===== config.mk =====
export PLATFORM = sky130hd
export DESIGN_NAME = if_id_fetch_stage
export DESIGN_NICKNAME = d
export VERILOG_FILES = /design/src/rtl/if_id_fetch_stage.sv
export SDC_FILE = /design/constraint.sdc
export NUM_CORES = 1
export LEC_CHECK = 0
export CAP_MARGIN = 20
export CORE_MARGIN = 8
export CORE_UTILIZATION = 47
export CTS_CLUSTER_SIZE = 28
export DETAILED_ROUTE_END_ITERATION = 12
export GPL_ROUTABILITY_DRIVEN = 0
export PLACE_DENSITY = 0.81
export SETUP_SLACK_MARGIN = 0.2
export SYNTH_ARGS = -nofsm -noshare
export SYNTH_HDL_FRONTEND = slang
export SYNTH_SLANG_ARGS = --single-unit

===== constraint.sdc =====
create_clock -name Clk -period 2.4 [get_ports Clk]
set_clock_uncertainty 0.2 [all_clocks]
set_input_delay 0.48 -clock Clk [delete_from_list [all_inputs] [get_ports Clk]]
set_output_delay 0.48 -clock Clk [all_outputs]
set_load 0.01 [all_outputs]

===== src/rtl/if_id_fetch_stage.sv =====
// if_id_fetch_stage: program counter, synchronous IMEM drive and IF/ID boundary
// register for the stall/flush pipeline protocol.
// A one-entry skid buffer keeps the in-flight IMEM word alive across a stall.
// Optional feature macro: IF_PERF_CNT_EN enables the stall/flush cycle counters.
module if_id_fetch_stage #(
    parameter int                        REG_DATA_WIDTH = 32,
    parameter logic [REG_DATA_WIDTH-1:0] PC_RESET       = 32'h0000_0000,
    parameter logic [REG_DATA_WIDTH-1:0] NOP_INSTR      = 32'h0000_0013
) (
    input  logic                      Clk,
    input  logic                      Reset,
    input  logic                      Stall,
    input  logic                      IF_ID_Flush,
    input  logic                      PC_load,
    input  logic [REG_DATA_WIDTH-1:0] PC_target,
    output logic [REG_DATA_WIDTH-1:0] IMEM_addr,
    output logic                      IMEM_rd_en,
    input  logic [REG_DATA_WIDTH-1:0] IMEM_rdata,
    output logic [REG_DATA_WIDTH-1:0] IF_Instruction,
    output logic [REG_DATA_WIDTH-1:0] ID_Instruction,
    output logic [REG_DATA_WIDTH-1:0] ID_PC,
    output logic                      ID_Valid,
    output logic [31:0]               Perf_stall_cnt,
    output logic [31:0]               Perf_flush_cnt
);

    typedef enum logic {RUN, HOLD} state_e;

    state_e                    state_q, state_d;
    logic [REG_DATA_WIDTH-1:0] pc_q, pc_d;
    logic [REG_DATA_WIDTH-1:0] fetch_pc_q;
    logic                      fetch_valid_q;
    logic [REG_DATA_WIDTH-1:0] skid_instr_q, skid_pc_q;
    logic                      skid_valid_q;
    logic [REG_DATA_WIDTH-1:0] id_instr_q, id_pc_q;
    logic                      id_valid_q;

    // Source of the instruction waiting to enter ID (live IMEM word or skid).
    logic [REG_DATA_WIDTH-1:0] src_instr, src_pc;
    logic                      src_valid;

    assign IMEM_addr      = pc_q;
    assign IMEM_rd_en     = !Reset;
    assign IF_Instruction = src_instr;
    assign ID_Instruction = id_instr_q;
    assign ID_PC          = id_pc_q;
    assign ID_Valid       = id_valid_q;

    // Next PC: redirect beats stall beats sequential increment (wraps naturally).
    always_comb begin
        pc_d = pc_q + REG_DATA_WIDTH'(4);
        if (PC_load) begin
            pc_d = {PC_target[REG_DATA_WIDTH-1:2], 2'b00};
        end else if (Stall) begin
            pc_d = pc_q;
        end
    end

    // PC register.
    always_ff @(posedge Clk) begin
        // NOTE: sequential state uses non-blocking assignments so every flop samples
        // pre-edge values regardless of block ordering.
        if (Reset) begin
            pc_q <= PC_RESET;
        end else begin
            pc_q <= pc_d;
        end
    end

    // Track which PC the IMEM word arriving next cycle belongs to, and whether it is
    // on the correct path.
    always_ff @(posedge Clk) begin
        if (Reset) begin
            fetch_pc_q    <= PC_RESET;
            fetch_valid_q <= 1'b0;
        end else begin
            fetch_valid_q <= !(PC_load || IF_ID_Flush);
            if (!Stall) begin
                fetch_pc_q <= pc_q;
            end
        end
    end

    // FSM state register.
    always_ff @(posedge Clk) begin
        if (Reset) begin
            state_q <= RUN;
        end else begin
            state_q <= state_d;
        end
    end

    // FSM next state: flush always returns to RUN; stall parks in HOLD.
    always_comb begin
        // NOTE: every combinational output gets a default first so no latch is inferred.
        state_d = state_q;
        if (IF_ID_Flush) begin
            state_d = RUN;
        end else begin
            unique case (state_q)
                RUN:  if (Stall)  state_d = HOLD;
                HOLD: if (!Stall) state_d = RUN;
                default: state_d = RUN;
            endcase
        end
    end

    // FSM output: pick the live IMEM word in RUN, the parked word in HOLD.
    always_comb begin
        src_instr = IMEM_rdata;
        src_pc    = fetch_pc_q;
        src_valid = fetch_valid_q;
        if (state_q == HOLD) begin
            src_instr = skid_instr_q;
            src_pc    = skid_pc_q;
            src_valid = skid_valid_q;
        end
    end

    // Skid buffer: captured once on RUN->HOLD, untouched while held, emptied on flush.
    always_ff @(posedge Clk) begin
        if (Reset || IF_ID_Flush) begin
            skid_instr_q <= NOP_INSTR;
            skid_pc_q    <= '0;
            skid_valid_q <= 1'b0;
        end else if (state_q == RUN && Stall) begin
            skid_instr_q <= IMEM_rdata;
            skid_pc_q    <= fetch_pc_q;
            skid_valid_q <= fetch_valid_q;
        end
    end

    // IF/ID register: flush inserts a bubble, stall holds, otherwise advance.
    always_ff @(posedge Clk) begin
        if (Reset) begin
            id_instr_q <= NOP_INSTR;
            id_pc_q    <= '0;
            id_valid_q <= 1'b0;
        end else if (IF_ID_Flush) begin
            id_instr_q <= NOP_INSTR;
            id_valid_q <= 1'b0;
        end else if (!Stall) begin
            id_instr_q <= src_valid ? src_instr : NOP_INSTR;
            id_pc_q    <= src_pc;
            id_valid_q <= src_valid;
        end
    end

`ifdef IF_PERF_CNT_EN
    logic [31:0] stall_cnt_q, flush_cnt_q;

    // Saturating stall/flush cycle counters.
    always_ff @(posedge Clk) begin
        if (Reset) begin
            stall_cnt_q <= '0;
            flush_cnt_q <= '0;
        end else begin
            if (Stall && stall_cnt_q != 32'hFFFF_FFFF) begin
                stall_cnt_q <= stall_cnt_q + 32'd1;
            end
            if (IF_ID_Flush && flush_cnt_q != 32'hFFFF_FFFF) begin
                flush_cnt_q <= flush_cnt_q + 32'd1;
            end
        end
    end

    assign Perf_stall_cnt = stall_cnt_q;
    assign Perf_flush_cnt = flush_cnt_q;
`else
    assign Perf_stall_cnt = 32'd0;
    assign Perf_flush_cnt = 32'd0;
`endif

endmodule


==> key figures, run 1 <==
Timing
  • Minimum clock period: 2.204 ns
  • Count of pins over their slew limit: 0
  • Final period utilization: 0.9185
  • Unrepaired setup endpoints after global routing: true
  • Setup Viol. Count Final: 0
  • Final hold violation count: 0
  • Final total negative setup slack: 0 ns
  • Setup slack of the critical path after layout: 0.1957 ns
  • Max Freq: 453.7 MHz

Detailed routing
  • DRC errors left: 0
  • Number of vias per cell after detailed routing: 5.358
  • Detailed-route wire length per cell: 17.86 um
  • Vias: 7394
  • Initial DRC count: 462
  • Post-DRT Antenna Nets: 0
  • Total length of routed wires: 24650 um
  • First-pass DRT Iterations: 5

Yosys
  • Sequential area share after synthesis: 0.4489
  • Synth unique cells: 55
  • Async set-reset flop share out of synthesis: 0
  • Post-synth top area share: 0.4489
  • Synthesis Warnings: 0
  • Synth Instances: 940
  • Total of flip-flops plus latches after synthesis: 188
  • Synthesized cell area: 8384 um2
  • Most area-consuming cells after synthesis: sky130_fd_sc_hd__dfxtp_1 45%, sky130_fd_sc_hd__mux2i_1 7.4%, sky130_fd_sc_hd__nand2_1 6.9%
  • Post-synthesis cell type with the largest combined area: sky130_fd_sc_hd__dfxtp_1
  • Number of flops mapped to enable cells by yosys: 0
  • Synth Flop Type: sky130_fd_sc_hd__dfxtp_1
  • Avg Cell Area, Syn: 8.919 um2

Placement
  • Standard cell area after detailed placement: 10510 um2
  • Worst slack at placement: 0.02624 ns
  • Input/output buffers: 192
  • Half-perimeter wire length after placement: 17200 um

Cells and area
  • Highest-count cells in the layout ignoring fill and taps: 171 x sky130_fd_sc_hd__dfxtp_1, 155 x sky130_fd_sc_hd__nand2_1, 150 x sky130_fd_sc_hd__clkdlybuf4s50_1
  • Share of the core filled with cells: 0.6417
  • Filler cells: 1427
  • FF/Latch Area: 3792 um2
  • Cell area after layout: 11370 um2
  • Diode insertion count for antenna repair: 0
  • Area of the multi-input gates: 4113 um2
  • Most frequent standard cell in the layout excluding fill and tap cells: sky130_fd_sc_hd__dfxtp_1
  • P&R area growth vs syn: 35.61%
  • Proportion of layout cells with a drive suffix above 1: 0.1616
  • Layout net count: 1209

Clock network
  • Clock tree from TritonCTS: done
  • Clk pin slew, worst setup/hold paths: 0.07 ns
  • Number of buffers inserted for hold repair after clock tree synthesis: 0
  • Clock root buffer: sky130_fd_sc_hd__clkbuf_16
  • Total clock sinks: 188
  • Htree depth: 4
  • Buffer levels on the longest clock path: 2
  • Total CTS buffers: 17
  • Clk_lat worst skew: 0.44 ns

Setup path
  • Worst reg2reg path endpoint: IMEM_addr[27]
  • Register-to-Register Setup Slack: 0.29 ns
  • Worst flop-to-flop path startpoint: IMEM_addr[10]
  • Classification of the worst setup path: register to primary output
  • Worst Reg-to-Reg Cells: 6
  • Top fanout value on the critical path: 6
  • Category of the worst setup path capture point: primary output
  • Required time at the worst-slack endpoint: 1.72 ns
  • Startpoint types: register
  • Arr. time, crit path: 1.52 ns

Floorplan
  • Total number of placement rows: 49
  • Horizontal die dimension: 149.6 um
  • Top-level I/O count: 263
  • Die boundary height: 149.6 um
  • Core region area: 17720 um2
  • Die area: 22370 um2
  • Effective utilization at floorplan: 0.4732

Worst hold path
  • Worst Hold Endpoint: ID_PC[25]
  • Number of stages on the worst hold path: 2
  • Worst hold path startpoint: Reset
  • Class of the tightest hold or removal check: primary input to register

GRT
  • Via count of the first global-routing pass: 7109
  • Overall overflow remaining after global route: 0
  • Total GRT Usage: 0.2135
  • Maximum number of pins on one net before global-route repair: 61
  • Initial antenna violation count: 0
  • First-pass GRT wire length: 38180 um

Power and ir drop
  • Maximum vdd drop: 0.0004945 V
  • P_leak: 0.004495 uW
  • Final Power: 7223 uW
  • Power density cells: 635.3 nW/um2

Outcome
  • Status: completed

Flow run
  • Max-cap viol count: 0
## layout make-up
type                    count  area share
inverters                   7    0.002311
clock inverters            12     0.01189
well taps                 229     0.02520
multi-input cells         673      0.3617
repair buffers            252      0.2255
clock buffers              19     0.03984
flip-flops and latches    188      0.3336
## worst max path at each step
stage,depth (start not counted),to,start
3_3_place_gp,3,IF_Instruction[1],IMEM_rdata[1]
4_1_cts,3,IF_Instruction[17],state_q
6_report,4,IF_Instruction[2],state_q
3_5_place_dp,3,IF_Instruction[19],IMEM_rdata[19]
2_1_floorplan,6,ID_Instruction[21],IF_ID_Flush
5_1_grt,6,IMEM_addr[27],IMEM_addr[10]
## cell usage after synthesis, types with 4 or more instances
library cell and n:
sky130_fd_sc_hd__a211oi_1 37, sky130_fd_sc_hd__a21oi_1 63, sky130_fd_sc_hd__a22o_1 29, sky130_fd_sc_hd__a311oi_1 9, sky130_fd_sc_hd__a32oi_1 5, sky130_fd_sc_hd__and3_1 7, sky130_fd_sc_hd__and4_1 7, sky130_fd_sc_hd__buf_1 4
sky130_fd_sc_hd__buf_2 8, sky130_fd_sc_hd__buf_4 69, sky130_fd_sc_hd__clkbuf_1 52, sky130_fd_sc_hd__clkbuf_8 4, sky130_fd_sc_hd__dfxtp_1 188, sky130_fd_sc_hd__inv_1 7, sky130_fd_sc_hd__mux2_2 32, sky130_fd_sc_hd__mux2i_1 62
sky130_fd_sc_hd__nand2_1 155, sky130_fd_sc_hd__nand3_1 18, sky130_fd_sc_hd__nand4_1 12, sky130_fd_sc_hd__nor2_1 85, sky130_fd_sc_hd__nor2b_1 4, sky130_fd_sc_hd__nor3_1 8, sky130_fd_sc_hd__o211ai_1 7, sky130_fd_sc_hd__o21ai_0 11
sky130_fd_sc_hd__or3_1 5, sky130_fd_sc_hd__or4_1 4, sky130_fd_sc_hd__xnor2_1 5, sky130_fd_sc_hd__xor2_1 5
## metrics by stage
stage	instances	hold WS (ns)
final	1380	0.1588
after global routing	1380	0.1728
after CTS	1378	0.1442
after detailed placement	1338	0.2393
after global placement	1338	0.2308
after floorplan	1007	0.2312
## cell families (layout without fill, tap and decap cells)
| group | after synthesis | in the layout | synth area share |
|---|---|---|---|
| XOR/XNOR | 10 | 10 | 0.01045 |
| buffers and inverters | 146 | 290 | 0.1033 |
| multiplexers | 94 | 94 | 0.1170 |
| adder cells (fa/ha/maj) | 1 | 1 | 0.001492 |
| AND/OR/NAND/NOR | 323 | 323 | 0.1731 |
| flip-flops | 188 | 188 | 0.4489 |
| AO/OA/AOI/OAI | 177 | 177 | 0.1454 |
| other | 1 | 68 | 0.0004473 |
## critical path, cell delays in order (launching register included)
cell                      delay (ns)
sky130_fd_sc_hd__dfxtp_4        0.39
sky130_fd_sc_hd__buf_12         0.12
sky130_fd_sc_hd__buf_12         0.12
sky130_fd_sc_hd__mux2_4         0.32
sky130_fd_sc_hd__buf_6          0.13
## sequential cells by signal, indices dropped and copies added, names as in the netlist
| name | count |
|---|---|
| state_q | 1 |
| skid_valid_q | 1 |
| ID_Valid | 1 |
| ID_Instruction | 32 |
| skid_pc_q | 30 |
| ID_PC | 30 |
| IMEM_addr | 30 |
| fetch_valid_q | 1 |
| fetch_pc_q | 30 |
| skid_instr_q | 32 |
## power by group
part           leakage, uW  internal (uW)  switching [uW]  total (uW)
Sequential         0.00154           3240             101        3340
Clock             0.000278           1590            1240        2830
Combinational      0.00268            522             531        1050
Total              0.00450           5350            1870        7220
## per-layer routing
metal,up-vias,part of all wire,global-route usage
met5,-,0,0
met4,0,0.021,0.07370
met3,49,0.060,0.04445
met2,273,0.50,0.3599
met1,3518,0.42,0.2654
li1,3554,-,-
## timing repair
action | CTS | global route
gates resized for setup | 186 | 17
cloned | 3 | 0
setup endpoints to repair | 44 | 38
buffers inserted | 6 | 2
endpoints found under the hold margin | 0 | 0
pin swaps | 1 | 3
Power figures use the tool's default switching activity.
==> inputs of run 2 (changes only) <==
Settings changed: CORE_UTILIZATION 47 to 48, CTS_BUF_LIST set to sky130_fd_sc_hd__clkbuf_8, GPL_TIMING_DRIVEN set to 0, PLACE_DENSITY 0.81 to 0.82.
==> run 2 against run 1 <==
Net effect:
- core utilization increased by 4.6 points
- die area decreased by 1.9%
- sequential power hardly changed
- global-route usage rose by 1.0 points
- count of clock-buffer cells in the layout up 1
- critical path depth unchanged
- largest cell class unchanged
==> key figures, run 2 (synthesis gave the netlist of run 1 again) <==
Outcome
  • Status: completed

Timing
  • Unrepaired setup endpoints after global routing: true
  • Final period utilization: 0.9476
  • Count of pins over their slew limit: 0
  • Final hold violation count: 0
  • Max Freq: 439.7 MHz
  • Slew headroom: 0.5734
  • Actual slew at the worst max-slew pin: 0.6399 ns
  • Setup Viol. Count Final: 0
  • Final total negative setup slack: 0 ns
  • Minimum clock period: 2.274 ns
  • Setup slack of the critical path after layout: 0.1257 ns

Setup path
  • Classification of the worst setup path: register to primary output
  • Startpoint types: register
  • Arr. time, crit path: 1.59 ns
  • Required time at the worst-slack endpoint: 1.72 ns
  • Category of the worst setup path capture point: primary output
  • Top fanout value on the critical path: 8

Detailed routing
  • Initial DRC count: 460
  • Post-DRT Antenna Nets: 0
  • Detailed-route wire length per cell: 17.39 um
  • First-pass DRT Iterations: 7
  • Number of vias per cell after detailed routing: 5.296
  • Vias: 7817
  • DRC errors left: 0
  • Total length of routed wires: 25670 um

Flow run
  • Max-cap viol count: 0

GRT
  • Initial antenna violation count: 0
  • Maximum number of pins on one net before global-route repair: 17
  • Overall overflow remaining after global route: 0
  • Global-route met2 utilization: 0.3689
  • First-pass GRT wire length: 39520 um
  • Met3 GRT Util: 0.04831
  • Total GRT Usage: 0.2239
  • Grt peak-use layer: met2
  • Met1 track demand over resource in global routing: 0.2772
  • Via count of the first global-routing pass: 7416

Floorplan
  • Top-level I/O count: 263
  • Horizontal die dimension: 148.2 um
  • Core region area: 17180 um2
  • Total number of placement rows: 48
  • Die area: 21950 um2
  • Die boundary height: 148.2 um
  • Effective utilization at floorplan: 0.4881

Clock network
  • Clock root buffer: sky130_fd_sc_hd__clkbuf_8
  • Clk pin slew, worst setup/hold paths: 0.09 ns
  • Total CTS buffers: 17
  • Htree depth: 4
  • Total clock sinks: 188
  • Number of buffers inserted for hold repair after clock tree synthesis: 0
  • Clk_lat worst skew: 0.46 ns
  • Clock tree from TritonCTS: done
  • Buffer levels on the longest clock path: 2

Power and ir drop
  • Clock share of power: 0.332
  • P_leak: 0.004788 uW
  • Reg power frac: 0.500
  • Relative contribution of combinational cells to total power: 0.168
  • Switching portion of total power: 0.2653
  • Power density cells: 568.3 nW/um2
  • Internal Pwr Total: 4932 uW
  • Maximum vdd drop: 0.0003348 V
  • Switch Pwr: 1781 uW

Placement
  • Half-perimeter wire length after placement: 18800 um
  • Input/output buffers: 192
  • Worst slack at placement: -0.9395 ns

Cells and area
  • Highest-count cells in the layout ignoring fill and taps: 160 x sky130_fd_sc_hd__dfxtp_1, 158 x sky130_fd_sc_hd__clkdlybuf4s50_1, 155 x sky130_fd_sc_hd__nand2_1
  • Proportion of layout cells with a drive suffix above 1: 0.2118
  • FF/Latch Area: 3819 um2
  • Most frequent standard cell in the layout excluding fill and tap cells: sky130_fd_sc_hd__dfxtp_1
  • Filler cells: 1377
  • Area of the multi-input gates: 4158 um2
  • Layout net count: 1308
  • P&R area growth vs syn: 40.89%
  • Diode insertion count for antenna repair: 0

Worst hold path
  • Class of the tightest hold or removal check: register to register
==> run 2: cell count changes in the layout (fill, tap and decap cells not counted), sizes merged <==
cell / change
clkdlybuf4s50: +8
clkbuf: +59
clkinv: +3
dlygate4sd2: -1
inv: -1
dlymetal6s2s: -6
bufinv: +1
clkinvlp: -3
buf: +40
==> run 2: repair_timing <==
action                     CTS  global route
gates cloned                 2             0
pin swaps                    1             4
resized for setup          258            46
setup endpoints to repair  175           155
buffers inserted            13             5
==> run 2: layout make-up <==
type                    instances  share of cell area
multi-input cells             673              0.3520
inverters                       7            0.002224
repair buffers                212              0.1819
flip-flops and latches        188              0.3233
clock buffers                  20             0.02330
clock inverters                12             0.01239
well taps                     225             0.02383
plain buffers                 139             0.08114
==> run 2: power groups by stage <==
stage	combinational (uW)	sequential [uW]	clock, uW
2_1_floorplan	545	3420	0
3_3_place_gp	1020	3420	0
3_5_place_dp	1030	3420	0
4_1_cts	1110	3360	2260
5_1_grt	1210	3370	2390
6_report	1130	3360	2230
==> run 2: per-layer routing <==
| layer | vias up | share of wire |
|---|---|---|
| li1 | 3753 | - |
| met1 | 3711 | 0.42 |
| met2 | 310 | 0.48 |
| met3 | 43 | 0.071 |
| met4 | 0 | 0.027 |
| met5 | - | 0 |
==> run 2: path summary, 6_finish.rpt <==
kind                       end  slack (ns)  depth (start not counted)         start
max          IF_Instruction[2]        0.13                          4       state_q
min                   ID_Valid        0.26                          2      ID_Valid
max reg2reg      IMEM_addr[28]        0.24                          4  IMEM_addr[6]
min reg2reg           ID_Valid        0.26                          2      ID_Valid
==> run 2: worst max-delay path, stage by stage, from the launching register on <==
cell and delay, ns:
sky130_fd_sc_hd__dfxtp_2 0.36, sky130_fd_sc_hd__clkbuf_16 0.17, sky130_fd_sc_hd__clkbuf_16 0.16, sky130_fd_sc_hd__mux2_4 0.32
sky130_fd_sc_hd__buf_6 0.13
==> run 2: through the flow <==
stage,cell area (um2),instances,util,hold slack [ns],total power (uW)
CTS,11700,1471,0.6812,0.2566,6727
global placement,10840,1424,0.6310,0.2319,4432
finish,11810,1476,0.6877,0.2581,6713
global route,11810,1476,0.6877,0.2730,6970
detailed placement,10840,1424,0.6310,0.2412,4450
floorplan,8636,1007,-,0.2312,3962
